<file path="src/rtl/mem_req_arbiter_4.sv">
// mem_req_arbiter_4: round-robin arbiter for four cores that share one memory port.
// Each grant is held for a whole transaction, until mem_done or until the core
// withdraws its request. sel drives the downstream mux_4to1.
// Optional feature: define ARB_TIMEOUT_EN to add a watchdog that force-releases a
// grant held for TIMEOUT_CYCLES cycles and pulses timeout for one cycle.

module mem_req_arbiter_4 #(
  parameter int TIMEOUT_CYCLES = 64,
  parameter int TO_WIDTH       = 7
) (
  input  logic       clk,
  input  logic       rst_n,
  input  logic [3:0] req,
  input  logic       mem_done,
  output logic [3:0] grant,
  output logic [1:0] sel,
  output logic       busy,
  output logic       timeout
);

  typedef enum logic {
    IDLE = 1'b0,
    BUSY = 1'b1
  } state_t;

  state_t     state, state_next;
  logic [1:0] ptr, ptr_next;
  logic [3:0] grant_next;
  logic [1:0] sel_next;
  logic       busy_next;
  logic       timeout_next;
  logic [1:0] winner;
  logic [1:0] scan_idx;
  logic       found;
  logic       release_now;

  // The watchdog counter must be able to represent its terminal value
  if (2 ** TO_WIDTH <= TIMEOUT_CYCLES) begin : g_bad_width
    $error("TO_WIDTH too small for TIMEOUT_CYCLES");
  end

`ifdef ARB_TIMEOUT_EN
  logic [TO_WIDTH-1:0] cnt, cnt_next;
`endif

  // Rotating priority scan: ptr+1 first, ptr (last winner) last
  always_comb begin
    winner   = ptr;
    found    = 1'b0;
    scan_idx = ptr;
    for (int i = 1; i <= 4; i++) begin
      scan_idx = ptr + 2'(i);
      if (!found && req[scan_idx]) begin
        winner = scan_idx;
        found  = 1'b1;
      end
    end
  end

  // Next-state and registered-output computation for the IDLE/BUSY machine
  always_comb begin
    state_next   = state;
    ptr_next     = ptr;
    grant_next   = grant;
    sel_next     = sel;
    busy_next    = busy;
    timeout_next = 1'b0;
`ifdef ARB_TIMEOUT_EN
    cnt_next     = cnt;
`endif
    release_now  = mem_done || !req[sel];

    case (state)
      IDLE: begin
        if (found) begin
          state_next = BUSY;
          grant_next = 4'b0001 << winner;
          sel_next   = winner;
          busy_next  = 1'b1;
`ifdef ARB_TIMEOUT_EN
          cnt_next   = '0;
`endif
        end
      end
      BUSY: begin
        if (release_now) begin
          state_next = IDLE;
          grant_next = 4'b0000;
          busy_next  = 1'b0;
          ptr_next   = sel;
        end
`ifdef ARB_TIMEOUT_EN
        else if (cnt == TO_WIDTH'(TIMEOUT_CYCLES - 1)) begin
          state_next   = IDLE;
          grant_next   = 4'b0000;
          busy_next    = 1'b0;
          ptr_next     = sel;
          timeout_next = 1'b1;
        end else begin
          cnt_next = cnt + TO_WIDTH'(1);
        end
`endif
      end
      default: begin
        state_next = IDLE;
        grant_next = 4'b0000;
        busy_next  = 1'b0;
      end
    endcase
  end

  // State register with asynchronous active-low reset
  always_ff @(posedge clk or negedge rst_n) begin
    if (!rst_n) begin
      state   <= IDLE;
      ptr     <= 2'd3;
      grant   <= 4'b0000;
      sel     <= 2'b00;
      busy    <= 1'b0;
      timeout <= 1'b0;
`ifdef ARB_TIMEOUT_EN
      cnt     <= '0;
`endif
    end else begin
      state   <= state_next;
      ptr     <= ptr_next;
      grant   <= grant_next;
      sel     <= sel_next;
      busy    <= busy_next;
      timeout <= timeout_next;
`ifdef ARB_TIMEOUT_EN
      cnt     <= cnt_next;
`endif
    end
  end

endmodule
</file>
<file path="config.mk">
export PLATFORM = sky130hd
export DESIGN_NAME = mem_req_arbiter_4
export DESIGN_NICKNAME = d
export VERILOG_FILES = /design/src/rtl/mem_req_arbiter_4.sv
export SDC_FILE = /design/constraint.sdc
export NUM_CORES = 1
export LEC_CHECK = 0
export BUFFER_PORTS_ARGS = -buffer_cell sky130_fd_sc_hd__clkbuf_2
export CAP_MARGIN = 20
export CORE_AREA = 2 2 39 41
export DETAILED_ROUTE_END_ITERATION = 8
export DIE_AREA = 0 0 41 43
export PLACE_DENSITY = 0.63
export SYNTH_ARGS = -nofsm -noshare
export SYNTH_HDL_FRONTEND = slang
export SYNTH_SLANG_ARGS = --single-unit
</file>
<file path="constraint.sdc">
create_clock -name clk -period 1.6 [get_ports clk]
set_input_delay 0 -clock clk [delete_from_list [all_inputs] [get_ports clk]]
set_output_delay 0 -clock clk [all_outputs]
set_load 0.03 [all_outputs]
</file>
Yosys cells after proc, flatten, opt, wreduce, memory -nomap -nowiden
Cells that the tools add are included.
- register bits: 10
- input bits: 7
- output and inout port bits: 8
- logic and storage cells: 55
- add/subtract/negate cells: 3
- magnitude comparators: 5
- eq/ne operators: 2
- shift-type cells: 1
- mux-type cells: 27
- bitwise gates (word level): 1
- reductions and logical operators: 11
- operators by type and width (kind ; number):
    $lt 2x3->1 const B ; 5
    $mux 1 ; 13
    $bmux 1 s2 ; 5
    $mux 2 ; 4
    $mux 4 ; 2
    $pmux 4 s2 ; 1
    $reduce_and 2->1 ; 3
    $add 2x2->2 const B ; 2
    $logic_not 1->1 ; 4
    $pmux 1 s2 ; 2
    $shl 1x2->4 const A ; 1
    $logic_and 1x1->1 ; 3
    $add 2x1->2 const B ; 1
    $ne 2x1->1 const B ; 1
    $ne 2x2->1 const B ; 1
    $logic_or 1x1->1 ; 1
    $not 1->1 ; 1

Depth between registers and ports, before layout
Gate-level depths: netlist of the first run.
- depth in word-level cells: 16
- gate-level depth with buffers: 5
- depth with buffers taken out: 4

Worst setup path before layout of the first run
OpenSTA, ideal clock, no wires.
- kind: flip-flop to flip-flop
- start: register sel[1]
- end: register ptr[0]
- setup time: 82 ps
- arrival time: 1512 ps
- data required time: 1518 ps
- slack: 5 ps
- stages on the path, launching flop included: 5
- path buffers: 0
- clock period less this slack: 1595 ps
- cells stage by stage: dfrtp_1 mux2i_1 nor3_2 nor3_4 mux2_4
- longest elaborated chain between the ends: 5
- ends and longest elaborated chain (element ; line ; source):
    start: declaration ; 16 ; output logic [1:0] sel,
    start signal: assignment ; 128 ; sel <= sel_next;
    $bmux 1 s2 ; 71 ; release_now = mem_done || !req[sel];
    $mux 1 (not written as such) ; 71 ;
    $logic_not 1->1 ; 71 ;
    $logic_or 1x1->1 ; 71 ;
    $reduce_and 2->1 (no source line) ; - ;
    end signal: assignment ; 126 ; ptr <= ptr_next;
    end: declaration ; 27 ; logic [1:0] ptr, ptr_next;
No other way between the ends. The select of a mux whose other input is x is not followed.
A chain may end at the register's enable or synchronous reset.

Final worst setup path of the first run
- start: register ptr[0]
- end: register grant[3]
- longest elaborated chain between the ends: 16
- elaborated cells on any way between the ends: 30
- classes of those cells: 3 x add/sub; 1 x eq/ne; 1 x shift; 18 x mux; 7 x reduce/logical
- ends and longest elaborated chain (element ; line ; source):
    $add 2x1->2 ; 52 ; scan_idx = ptr + 2'(i);
    $bmux 1 s2 ; 53 ; if (!found && req[scan_idx]) begin
    $mux 1 (not written as such) ; 53 ;
    $mux 1 ; 53 ;
    $logic_not 1->1 ; 53 ;
    $logic_and 1x1->1 ; 53 ;
    $mux 1 ; 53 ;
    $logic_not 1->1 ; 53 ;
    $logic_and 1x1->1 ; 53 ;
    $mux 1 ; 53 ;
    $logic_not 1->1 ; 53 ;
    $logic_and 1x1->1 ; 53 ;
    $mux 2 ; 53 ;
    $shl 1x2->4 ; 77 ; grant_next = 4'b0001 << winner;
    $mux 4 ; 75 ; if (found) begin
    $pmux 4 s2 ; 73 ; case (state)
    end signal: assignment ; 127 ; grant <= grant_next;
    end: declaration ; 15 ; output logic [3:0] grant,
Parallel ways exist; a longest one is shown, timed or not. The select of a mux whose other input is x is not followed.

==> impl_metrics.ini, run 1 <==
[run_status]
status = complete, no violations

[yosys]
syn_area_um2 = 537
ys_types = 23
syn_avg_cell_area_um2 = 10.3
synth-edff-count = 0
yosys.area.top_type_share = 0.373
synth_fp_nets = 59
ys_warn_count = 0
yosys-top-cells-area = dfrtp_1 (37%), dfstp_2 (9.8%), o32ai_1 (6.5%), mux2i_1 (5.6%), mux2_4 (5.6%)
async_reset_ff_frac = 1.00
ys_seq_elements = 10
synth_top_area_cell = dfrtp_1
synth_cells = 52
ys_seq_area_frac = 0.471
synth_ff_type = dfrtp_1

[drt]
via_count = 428
final_antenna_net_count = 0
drc = 0
drt_wl_total_um = 1080
routedWlPerCell_um = 12.9
vias_per_cell = 5.10
first_iter_violations = 6
firstDrtPassIters = 4

[hold_path]
hold_start = req[1]
hold_path_class = in -> reg

[die]
die_height_um = 43
core_um2 = 1380
start_util = 0.388
ioPinCount = 15
die-area_um2 = 1760
rows = 14
die_w_um = 41

[cts]
root_buffer = clkbuf_4
clock-sinks = 10
clk_path_buf_depth = 2
cts_tree = built
ctsResizeCount = 0
path_clk_slew_ns = 0.05
cts_buffers = 3
holdBufCountCts = 1
htreeDepth = 1
cts.repair_timing.setup_buffer_count = 0
clk_latency_ns = 0.26

[setup_path]
startpoint_type = flop
cp.buffers_inverters = 1
worst_ep_required_time_ns = 1.75
crit_start = ptr[0]
end_kind = flop
slowest_delay_ns = 0.54
crit_family = simple AND/OR/NAND/NOR gates
critPathArrivalTime_ns = 1.62
r2r-start = ptr[0]
critical_path.cell_chain = inv_1, or3_1, and3_1, o32ai_1
worst-path-max-fanout = 4
crit_type = reg -> reg
cpMaxStageDelayCell = dfstp_2

[sta]
finalHoldViolCount = 0
finalSetupViolations = 0
fin_worst_skew_ns = 0.00675
rsz0062_at_grt = false
drv_slew = 0
period_minus_slack_ns = 1.47
fmax_ghz = 0.679
fin_crit_sh = 0.921
tns_ns = 0

[grt]
grt_usage = 0.158
grt_max_degree = 14
gr-total-overflow = 0
antenna_found_initial = 0
grt_pass1_wl_um = 1880
grt_pass1_vias = 425

[place]
place_congestion = 0.728
dp_hpwl_um = 834
io_buffers = 13
place_inst = 80

[finish]
drive_gt1_frac = 0.353
final-instance-count-excl-fill = 84
antenna_cells = 0
final_cell_mix = clkbuf_2 (13), nand2_1 (8), dfrtp_1 (8)
finalNetCount = 77
areaGrowthSynthToFinish_pct = 20.5
layout_commonest_cell = clkbuf_2
final_util = 0.467

[power_and_ir_drop]
ir_drop_mv = 0.905
leakage_nw = 0.310
power_density_nw_per_um2 = 2110

[flow_run]
drv_cap = 0
## layout make-up
class,instances,area (um^2)
Timing Repair Buffer,15,82.6
Inverter,3,11.3
Tap cell,16,20.0
Multi-Input combinational cell,37,258
Clock buffer,3,22.5
Fill cell,132,737
Sequential cell,10,253
## registers in the layout, indices dropped and copies added, names as in the netlist
register  cells
state         1
sel           2
ptr           2
grant         4
busy          1
## logic make-up after synthesis
kind of cell / synth area share
mux: 0.112
compound gates: 0.147
buf+inv: 0.0489
other cells: 0.00699
simple gates: 0.214
flops: 0.471
## metal layers
metal / GRT usage / vias to the layer above / wire [um]
met3: 0.0366 / 0 / 51
li1: - / 218 / -
met4: 0.0800 / 0 / 0
met1: 0.217 / 199 / 557
met2: 0.222 / 11 / 475
met5: 0 / - / 0
## Yosys cell counts (2+ instances only)
master	number
dfrtp_1	8
mux2i_1	3
inv_1	3
nand2_1	8
buf_4	2
o21ai_0	3
dfstp_2	2
mux2_4	2
o32ai_1	4
nand3_1	2
a21oi_1	3
## where the power goes
group,switching [mW],internal [mW]
Sequential,0.102,0.386
Combinational,0.427,0.289
Clock,0.0741,0.0862
## worst paths after layout
path | to | cells after the start | slack, ns
worst min register to register | busy | 2 | 0.53
max in group asynchronous | ptr[0] | 2 | 1.20
worst min-delay path | state | 3 | 0.10
worst max-delay path | grant[3] | 4 | 0.13
min in group asynchronous | grant[1] | 2 | 0.14
worst max register to register | grant[3] | 4 | 0.13
## per-stage QoR
stage	hold WS (ns)	worst slack (ns)	cell area (um^2)	power, mW
6_report	0.104	0.127	647	1.37
5_1_grt	0.128	0.0267	647	1.49
4_1_cts	0.0985	0.128	647	1.38
3_5_place_dp	-0.122	0.135	614	1.21
3_3_place_gp	-0.127	0.192	614	1.20
2_1_floorplan	-0.296	0.00547	537	1.03
## worst register-to-register path: cells and delay by family, from the launching register on
| family | cells | cell delay (ns) |
|---|---|---|
| AND/OR/NAND/NOR | 2 | 0.55 |
| flip-flops | 1 | 0.54 |
| AO/OA/AOI/OAI | 1 | 0.23 |
| buffers and inverters | 1 | 0.05 |
(Power assumes the default switching activity.)
==> inputs of run 2 (changes only) <==
Settings changed: CELL_PAD_IN_SITES_DETAIL_PLACEMENT from default to 0, CELL_PAD_IN_SITES_GLOBAL_PLACEMENT from default to 2, CORE_AREA 2 2 39 41 to default, CORE_MARGIN from default to 2, CORE_UTILIZATION from default to 29, DIE_AREA 0 0 41 43 to default, PLACE_DENSITY 0.63 to default, PLACE_DENSITY_LB_ADDON from default to 0.1.
==> run 2 against run 1 <==
Compared with the run above:
- via count rose by 2.1%
- sequential share of layout area fell by 1.5 points
- first-iteration DRC count fell by 17%
- critical path depth did not move
- wire length rose by 9.0%
- setup slack got worse by 0.0091 ns
- sequential cell count did not move
- design area rose by 4.1%
- fmax fell by 0.61%
- critical path type unchanged
- critical endpoint unchanged
- highest routed layer is now met4
==> impl_metrics.ini, run 2 (synthesized netlist as in run 1, its figures left out) <==
[run_status]
status = complete, no violations

[grt]
grt_pass1_wl_um = 1930
grt_pass1_vias = 417
grt_max_degree = 14
grt_usage = 0.131
gr-total-overflow = 0
antenna_found_initial = 0

[die]
die_w_um = 47.0
core_um2 = 1730
die-area_um2 = 2210
ioPinCount = 15
die_height_um = 47.0
start_util = 0.311
rows = 15

[finish]
finalNetCount = 77
top_register = grant
largestRegisters = grant (4), ptr (2), sel (2)
final_util = 0.390
final.fill_count = 179
layout_commonest_cell = clkbuf_2
antenna_cells = 0
final_cell_mix = clkbuf_2 (13), nand2_1 (8), dfrtp_1 (8)
drive_gt1_frac = 0.382
largest_register_ffs = 4
areaGrowthSynthToFinish_pct = 25.4

[sta]
whs_ns = 0.120
drv_slew = 0
setup_slack_ns = 0.118
fin_worst_skew_ns = 0.00556
fmax_ghz = 0.675
finalHoldViolCount = 0
tns_ns = 0
fin_crit_sh = 0.926
finalSetupViolations = 0
period_minus_slack_ns = 1.48
rsz0062_at_grt = false

[place]
place_ws_ns = 0.0898
io_buffers = 13
dp_hpwl_um = 956
place_congestion = 0.704

[cts]
cts_tree = built
path_clk_slew_ns = 0.06
root_buffer = clkbuf_4
htreeDepth = 1
clock-sinks = 10
clk_path_buf_depth = 2
cts.repair_timing.setup_buffer_count = 0
clk_latency_ns = 0.26
cts_buffers = 3

[drt]
drc = 0
routedWlPerCell_um = 12.7
final_antenna_net_count = 0
first_iter_violations = 5
drt_wl_total_um = 1180
via_count = 437
vias_per_cell = 4.70
firstDrtPassIters = 3

[setup_path]
crit_type = reg -> reg
startpoint_type = flop
worst_ep_required_time_ns = 1.77
end_kind = flop
critPathArrivalTime_ns = 1.65
worst-path-max-fanout = 4

[power_and_ir_drop]
p_sw_frac = 0.449
p_seq_frac = 0.349
pwr-share-clk = 0.118
switchingPower_mw = 0.634
power_density_nw_per_um2 = 2100
leakage_nw = 0.314
p_int_mw = 0.779
ir_drop_mv = 0.567
combPwrFrac = 0.533

[flow_run]
drv_cap = 0

[hold_path]
hold_path_class = in -> reg
-- run 2: changes by cell type in the layout (fill, tap and decap cells not counted) --
cell / previous run / this run
o32ai_2: 0 / 2
o32ai_1: 4 / 2
-- run 2: per-stage QoR --
step                      total power, mW  instances  instance area (um^2)
final                                1.41         93                   673
after global routing                 1.52         93                   673
after CTS                            1.40         93                   658
after detailed placement             1.22         89                   626
after global placement               1.24         89                   626
after floorplan                      1.03         52                   537
-- run 2: final timing paths --
check,cells after the start,slack (ns),from,end
max,4,0.12,ptr[0],grant[3]
min,3,0.12,req[1],state
max reg2reg,4,0.12,ptr[0],grant[3]
min reg2reg,2,0.55,grant[2],grant[2]
max in group asynchronous,2,1.21,rst_n,ptr[0]
min in group asynchronous,2,0.13,rst_n,busy
-- run 2: worst max-delay path, stage by stage, from the launching register on --
cell and delay [ns]:
dfstp_2 0.56, inv_1 0.06, or3_1 0.36, and3_1 0.20, o32ai_2 0.22
-- run 2: metal layers --
metal | GRT usage | up-vias | share of wire
met5 | 0 | - | 0
li1 | - | 222 | -
met4 | 0.0833 | 0 | 0.0076
met1 | 0.172 | 203 | 0.48
met3 | 0.0231 | 2 | 0.038
met2 | 0.197 | 10 | 0.48
-- run 2: area by class of cell --
type	instances	area, um^2	area share
multi-input combinational	37	273	0.405
sequential	10	253	0.375
timing repair buffer	15	82.6	0.123
tap	25	31.3	0.0465
clock buffer	3	22.5	0.0335
inverter	3	11.3	0.0167
-- run 2: power groups by stage --
stage / registers [mW] / logic [mW] / clock network [mW]
after floorplan: 0.617 / 0.410 / 0
after global placement: 0.506 / 0.731 / 0
after detailed placement: 0.500 / 0.719 / 0
after CTS: 0.497 / 0.729 / 0.172
after global routing: 0.510 / 0.829 / 0.186
final: 0.493 / 0.753 / 0.167
-- run 2: repair_timing --
item	in CTS	in global routing
hold endpoints to repair	10	0
gates resized for setup	0	2
setup endpoints to repair	0	1
hold buffers	1	0
